`src/rtl/sseg_mux_n.sv`:
```
// sseg_mux_n: N-digit multiplexed common-anode seven-segment driver.
// It scans the digits with a programmable slot length and decodes hex or BCD.
// It also handles leading-zero blanking, decimal points, per-digit blink and
// PWM brightness. Display data is double-buffered, and staging is committed
// only at a frame boundary.

// Per-digit decode: value -> active-low segments, with blanking and DP.
module sseg_lane (
  input  logic [3:0] nib,
  input  logic       hex_mode,
  input  logic       lz_blank,
  input  logic       blink_off,
  input  logic       dp_req,
  output logic [6:0] seg,
  output logic       dp
);
  // glyph lookup, then override with blank when suppressed
  always_comb begin
    seg = 7'b1111110;
    case (nib)
      4'h0: seg = 7'b0000001;
      4'h1: seg = 7'b1001111;
      4'h2: seg = 7'b0010010;
      4'h3: seg = 7'b0000110;
      4'h4: seg = 7'b1001100;
      4'h5: seg = 7'b0100100;
      4'h6: seg = 7'b0100000;
      4'h7: seg = 7'b0001111;
      4'h8: seg = 7'b0000000;
      4'h9: seg = 7'b0000100;
      4'hA: seg = hex_mode ? 7'b0001000 : 7'b1111110;
      4'hB: seg = hex_mode ? 7'b1100000 : 7'b1111110;
      4'hC: seg = hex_mode ? 7'b0110001 : 7'b1111110;
      4'hD: seg = hex_mode ? 7'b1000010 : 7'b1111110;
      4'hE: seg = hex_mode ? 7'b0110000 : 7'b1111110;
      4'hF: seg = hex_mode ? 7'b0111000 : 7'b1111110;
      default: seg = 7'b1111110;
    endcase
    if (lz_blank || blink_off) seg = 7'b1111111;
    // a leading-zero blank keeps the DP; a blink blank hides it too
    dp = blink_off ? 1'b1 : ~dp_req;
  end
endmodule

module sseg_mux_n #(
  parameter int NUM_DIGITS   = 8,
  parameter int REFRESH_DIV  = 100_000,
  parameter int PWM_BITS     = 4,
  parameter int BLINK_FRAMES = 63
) (
  input  logic                    clk_100MHz,
  input  logic                    reset_n,
  input  logic [4*NUM_DIGITS-1:0] digits,
  input  logic [NUM_DIGITS-1:0]   dp_in,
  input  logic [NUM_DIGITS-1:0]   blink_mask,
  input  logic                    load,
  input  logic                    hex_mode,
  input  logic                    blank_lz,
  input  logic                    enable,
  input  logic [PWM_BITS-1:0]     brightness,
  output logic [6:0]              SEG,
  output logic                    DP,
  output logic [NUM_DIGITS-1:0]   AN,
  output logic                    busy
);
  localparam int IDX_W  = (NUM_DIGITS > 1) ? $clog2(NUM_DIGITS) : 1;
  localparam int SLOT_W = $clog2(REFRESH_DIV);
  localparam int FR_W   = (BLINK_FRAMES > 1) ? $clog2(BLINK_FRAMES) : 1;

  // scan / timing state
  logic [SLOT_W-1:0]   slot_q, slot_d;
  logic [IDX_W-1:0]    idx_q, idx_d;
  logic [PWM_BITS-1:0] pwm_q, pwm_d;
  logic [FR_W-1:0]     frame_q, frame_d;
  logic                phase_q, phase_d;

  // staging and display buffers
  logic [NUM_DIGITS-1:0][3:0] stg_dig_q, stg_dig_d, dsp_dig_q, dsp_dig_d;
  logic [NUM_DIGITS-1:0]      stg_dp_q, stg_dp_d, dsp_dp_q, dsp_dp_d;
  logic [NUM_DIGITS-1:0]      stg_blk_q, stg_blk_d, dsp_blk_q, dsp_blk_d;
  logic                       busy_q, busy_d;

  // registered outputs
  logic [6:0]            seg_q, seg_d;
  logic                  dp_q, dp_d;
  logic [NUM_DIGITS-1:0] an_q, an_d;

  // per-digit decoded view of the display buffer
  logic [NUM_DIGITS-1:0][6:0] seg_all;
  logic [NUM_DIGITS-1:0]      dp_all;
  logic [NUM_DIGITS-1:0]      upper_zero;
  logic [NUM_DIGITS-1:0]      lz_blank;

  logic slot_end, idx_end, frame_end;

  // upper_zero[i]: digits i..N-1 are all zero; digit 0 is never blanked
  for (genvar i = 0; i < NUM_DIGITS; i++) begin : g_lane
    if (i == NUM_DIGITS - 1) begin : g_top
      assign upper_zero[i] = (dsp_dig_q[i] == 4'h0);
    end else begin : g_mid
      assign upper_zero[i] = (dsp_dig_q[i] == 4'h0) && upper_zero[i+1];
    end
    assign lz_blank[i] = blank_lz && (i != 0) && upper_zero[i];

    sseg_lane u_lane (
      .nib       (dsp_dig_q[i]),
      .hex_mode  (hex_mode),
      .lz_blank  (lz_blank[i]),
      .blink_off (phase_q && dsp_blk_q[i]),
      .dp_req    (dsp_dp_q[i]),
      .seg       (seg_all[i]),
      .dp        (dp_all[i])
    );
  end

  // next-state: counters, blink phase, double buffer, output drive
  always_comb begin
    slot_end  = (slot_q == SLOT_W'(REFRESH_DIV - 1));
    idx_end   = (idx_q == IDX_W'(NUM_DIGITS - 1));
    frame_end = slot_end && idx_end;

    slot_d  = slot_end ? '0 : slot_q + 1'b1;
    idx_d   = idx_q;
    if (slot_end) idx_d = idx_end ? '0 : idx_q + 1'b1;
    pwm_d   = pwm_q + 1'b1;

    frame_d = frame_q;
    phase_d = phase_q;
    if (frame_end) begin
      if (frame_q == FR_W'(BLINK_FRAMES - 1)) begin
        frame_d = '0;
        phase_d = ~phase_q;
      end else begin
        frame_d = frame_q + 1'b1;
      end
    end

    // commit uses the old staging, so a coincident load stays pending
    stg_dig_d = stg_dig_q;
    stg_dp_d  = stg_dp_q;
    stg_blk_d = stg_blk_q;
    dsp_dig_d = dsp_dig_q;
    dsp_dp_d  = dsp_dp_q;
    dsp_blk_d = dsp_blk_q;
    busy_d    = busy_q;
    if (frame_end && busy_q) begin
      dsp_dig_d = stg_dig_q;
      dsp_dp_d  = stg_dp_q;
      dsp_blk_d = stg_blk_q;
      busy_d    = 1'b0;
    end
    if (load) begin
      stg_dig_d = digits;
      stg_dp_d  = dp_in;
      stg_blk_d = blink_mask;
      busy_d    = 1'b1;
    end

    seg_d = seg_all[idx_q];
    dp_d  = dp_all[idx_q];
    an_d  = '1;
    if (enable && (pwm_q <= brightness)) an_d[idx_q] = 1'b0;
  end

  // all state, async active-low reset
  always_ff @(posedge clk_100MHz or negedge reset_n) begin
    if (!reset_n) begin
      slot_q    <= '0;
      idx_q     <= '0;
      pwm_q     <= '0;
      frame_q   <= '0;
      phase_q   <= 1'b0;
      stg_dig_q <= '0;
      stg_dp_q  <= '0;
      stg_blk_q <= '0;
      dsp_dig_q <= '0;
      dsp_dp_q  <= '0;
      dsp_blk_q <= '0;
      busy_q    <= 1'b0;
      seg_q     <= 7'b1111111;
      dp_q      <= 1'b1;
      an_q      <= '1;
    end else begin
      slot_q    <= slot_d;
      idx_q     <= idx_d;
      pwm_q     <= pwm_d;
      frame_q   <= frame_d;
      phase_q   <= phase_d;
      stg_dig_q <= stg_dig_d;
      stg_dp_q  <= stg_dp_d;
      stg_blk_q <= stg_blk_d;
      dsp_dig_q <= dsp_dig_d;
      dsp_dp_q  <= dsp_dp_d;
      dsp_blk_q <= dsp_blk_d;
      busy_q    <= busy_d;
      seg_q     <= seg_d;
      dp_q      <= dp_d;
      an_q      <= an_d;
    end
  end

  assign SEG  = seg_q;
  assign DP   = dp_q;
  assign AN   = an_q;
  assign busy = busy_q;
endmodule
```
`config.mk`:
```
export PLATFORM = sky130hd
export DESIGN_NAME = sseg_mux_n
export DESIGN_NICKNAME = d
export VERILOG_FILES = /design/src/rtl/sseg_mux_n.sv
export SDC_FILE = /design/constraint.sdc
export NUM_CORES = 1
export LEC_CHECK = 0
export BUFFER_PORTS_ARGS = -buffer_cell sky130_fd_sc_hd__buf_4
export CAP_MARGIN = 10
export CELL_PAD_IN_SITES_DETAIL_PLACEMENT = 1
export CELL_PAD_IN_SITES_GLOBAL_PLACEMENT = 1
export CORE_ASPECT_RATIO = 1.4
export CORE_MARGIN = 1
export CORE_UTILIZATION = 30
export DETAILED_ROUTE_END_ITERATION = 7
export PLACE_DENSITY_LB_ADDON = 0.15
export SLEW_MARGIN = 20
export SYNTH_ARGS = -nofsm -noshare
export SYNTH_HDL_FRONTEND = slang
export SYNTH_SLANG_ARGS = --single-unit
```
`constraint.sdc`:
```
create_clock -name clk_100MHz -period 4.7 [get_ports clk_100MHz]
set_input_delay 0.705 -clock clk_100MHz [delete_from_list [all_inputs] [get_ports clk_100MHz]]
set_output_delay 0.705 -clock clk_100MHz [all_outputs]
set_load 0.01 [all_outputs]
```
==> run summary <==
status: finished, final reports clean
TritonCTS buffer count: 17
max cap viols: 0
Setup Skew: 0.0163 ns
# IOs: 75
remaining antenna violation count: 0
GR Util met2: 30.0%
DRC Markers: 0
register share of total power: 47.2%
first-pass GRT wire length: 37100 um
Worst Path Arrival: 2.92 ns
Ys Warns: 0
sequential-to-total area share from yosys stat: 44.5%
CTS resizes: 0
Pwr Density: 292 mW/mm^2
top cells by count, synth: dfrtp_1 (128), mux2_2 (78), nand2_1 (63), a21oi_1 (54), nor2_1 (53)
Core Rows: 71
# clock sinks: 144
largest net degree at the start of global routing: 92
grt met1 use: 21.7%
cells after synthesis: 813
# hold bufs at CTS: 0
Synth-to-Final Area Change: 16.6%
grt total ovfl: 0
Via density: 5.23
Worst-Margin Slew: 0.796 ns
Setup TNS: 0 ns
Initial Utilization: 30.4%
FF+latch count, synth: 144
combinational share of power: 5.2%
Net Sw Frac: 25.9%
data required time of the worst path: 5.03 ns
Synth area leaders: dfrtp_1 (39%), mux2_2 (11%), dfstp_2 (5.2%), mux2_4 (3.7%), a21oi_1 (3.3%)
Antenna diodes: 0
FFs w/ async S/R, synth: 100%
Critical Path End Type: flip-flop
Total GRT Usage: 17.4%
RSZ-0062 raised after global routing: no
GPL Wtd Cong: 0.776
Clk pwr share: 47.6%
Setup crit start kind: flip-flop
ys flop type: dfrtp_1
CP max FO: 21
Final Hold Fails: 0
Max H-tree Level: 4
Worst-Skew Late Latency: 0.45 ns
Internal Power: 2.05 mW
crit path kind: flip-flop to flip-flop
most numerous cell in the Yosys netlist: dfrtp_1
Chip Height: 197 um
Switch Pwr: 0.717 mW
detailed placer's ending HPWL: 15700 um
Final period util: 55.0%
Leak: 4.01 nW
die extent in x: 141 um
routed len/inst: 18.4 um
CTS tree: built
Vias: 6407
FMAX: 387 MHz
Yosys top cell by area: dfrtp_1
Synth cell types: 73
post-synth top area share: 39.4%
GRT busiest layer: met2
WHS: 0.212 ns
share of cells above drive strength 1: 27.7%
Root Buffer: clkbuf_16
Max Slew Vio Count: 0
Syn Area/Cell: 10.0 um^2
fin crit period: 2.59 ns
Max clock buf depth: 2
I/O Buffers: 74
Global Route met3 Usage: 3.11%
initial drt markers: 371
Finish-stage setup viols: 0
vias in the first global route: 6575
Synthesized Nets: 881
Die Area: 0.0278 mm^2
worst hold path class: input pin to async pin
worst IR drop on VDD: 0.000238 V
relative slew slack: 47.0%
Post-Synthesis Cell Area: 0.00814 mm^2
DR pass1 iterations: 5
final WL: 22600 um
Placeable Area: 0.0267 mm^2
setup bufs post-CTS: 0
Post-synth EDFFs: 0
nets: 915
antenna violations before repair: 0
clock-pin slew on the worst setup and hold paths: 0.06 ns
==> final timing paths <==
path / startpoint / endpoint / slack (ns) / cells past startpoint
max: dsp_dig_q[30]$_DFFE_PN0P_ / SEG[5]$_DFF_PN1_ / 2.11 / 5
min: reset_n / dsp_dig_q[19]$_DFFE_PN0P_ / 0.21 / 1
min in group clk_100MHz: enable / AN[3]$_DFF_PN1_ / 0.46 / 2
max in group asynchronous: reset_n / AN[3]$_DFF_PN1_ / 3.61 / 2
min reg2reg: pwm_q[3]$_DFF_PN0_ / pwm_q[3]$_DFF_PN0_ / 0.48 / 1
max reg2reg: dsp_dig_q[30]$_DFFE_PN0P_ / SEG[5]$_DFF_PN1_ / 2.11 / 5
==> stage by stage <==
step / cell area, um^2 / cells / setup slack, ns / util [%] / power [mW]
2_1_floorplan: 8140 / 813 / 2.44 / - / 1.39
3_3_place_gp: 8930 / 1193 / 2.01 / 33.4 / 1.48
3_5_place_dp: 8930 / 1193 / 2.00 / 33.4 / 1.48
4_1_cts: 9490 / 1225 / 2.09 / 35.5 / 2.83
5_1_grt: 9490 / 1225 / 1.89 / 35.5 / 2.88
6_report: 9490 / 1225 / 2.11 / 35.5 / 2.77
==> cell usage in the layout, fill, tap and decap left out, types with 8 or more instances in the layout <==
cell       count
a21boi_0       8
a21oi_1       54
a221oi_1      15
buf_4         75
clkbuf_16     17
dfrtp_1      128
dfstp_2       16
ha_1          10
inv_1         30
mux2_2        78
mux2_4        20
nand2_1       63
nand3_1       22
nand4_1       12
nor2_1        53
nor2b_1        8
nor3_1        13
nor4_1         9
o21ai_0       49
o22ai_1       23
or3_1         10
xnor2_1       10
xor2_1        14
==> final cells by class <==
type | count | area (um^2)
fillers | 2985 | 17300
multi-input cells | 577 | 4150
flip-flops and latches | 144 | 3620
repair buffers | 77 | 594
well taps | 365 | 457
clock buffers | 17 | 425
clock inverters | 15 | 126
inverters | 30 | 113
==> cells by family (layout without fill, tap and decap cells) <==
logic type | Yosys count | count (layout) | synth area share, %
AO/OA/AOI/OAI | 212 | 212 | 17.2
XOR/XNOR | 24 | 24 | 2.58
adder cells (fa/ha/maj) | 13 | 13 | 1.91
buffers and inverters | 92 | 139 | 4.52
flip-flops | 144 | 144 | 44.5
multiplexers | 104 | 104 | 15.4
AND/OR/NAND/NOR | 224 | 224 | 13.9
==> power groups by stage <==
stage                     registers [mW]  clock network [mW]  logic (mW)
after floorplan                     1.32                   0      0.0687
after global placement              1.33                   0       0.148
after detailed placement            1.33                   0       0.151
after CTS                           1.31                1.37       0.151
after global routing                1.31                1.41       0.162
final                               1.31                1.32       0.145
==> sequential cells by signal, summed over array words and instances, names as in the netlist, 3 cells and up <==
signal / flops
SEG: 7
AN: 8
stg_blk_q: 8
pwm_q: 4
stg_dig_q: 32
dsp_blk_q: 8
slot_q: 17
frame_q: 6
stg_dp_q: 8
dsp_dp_q: 8
dsp_dig_q: 32
idx_q: 3
==> per-layer routing <==
metal	routed length, um	up-vias
met5	0	-
met1	10000	3237
li1	-	3053
met2	11500	93
met3	634	24
met4	398	0
==> worst max-delay path: stages, from the launching register on <==
cell	delay, ns
dfrtp_1	0.60
nor4_2	0.43
nand4_1	0.36
o41ai_2	0.65
o221ai_1	0.22
o2111ai_1	0.21
No activity file was read; power rests on OpenSTA's default activity.
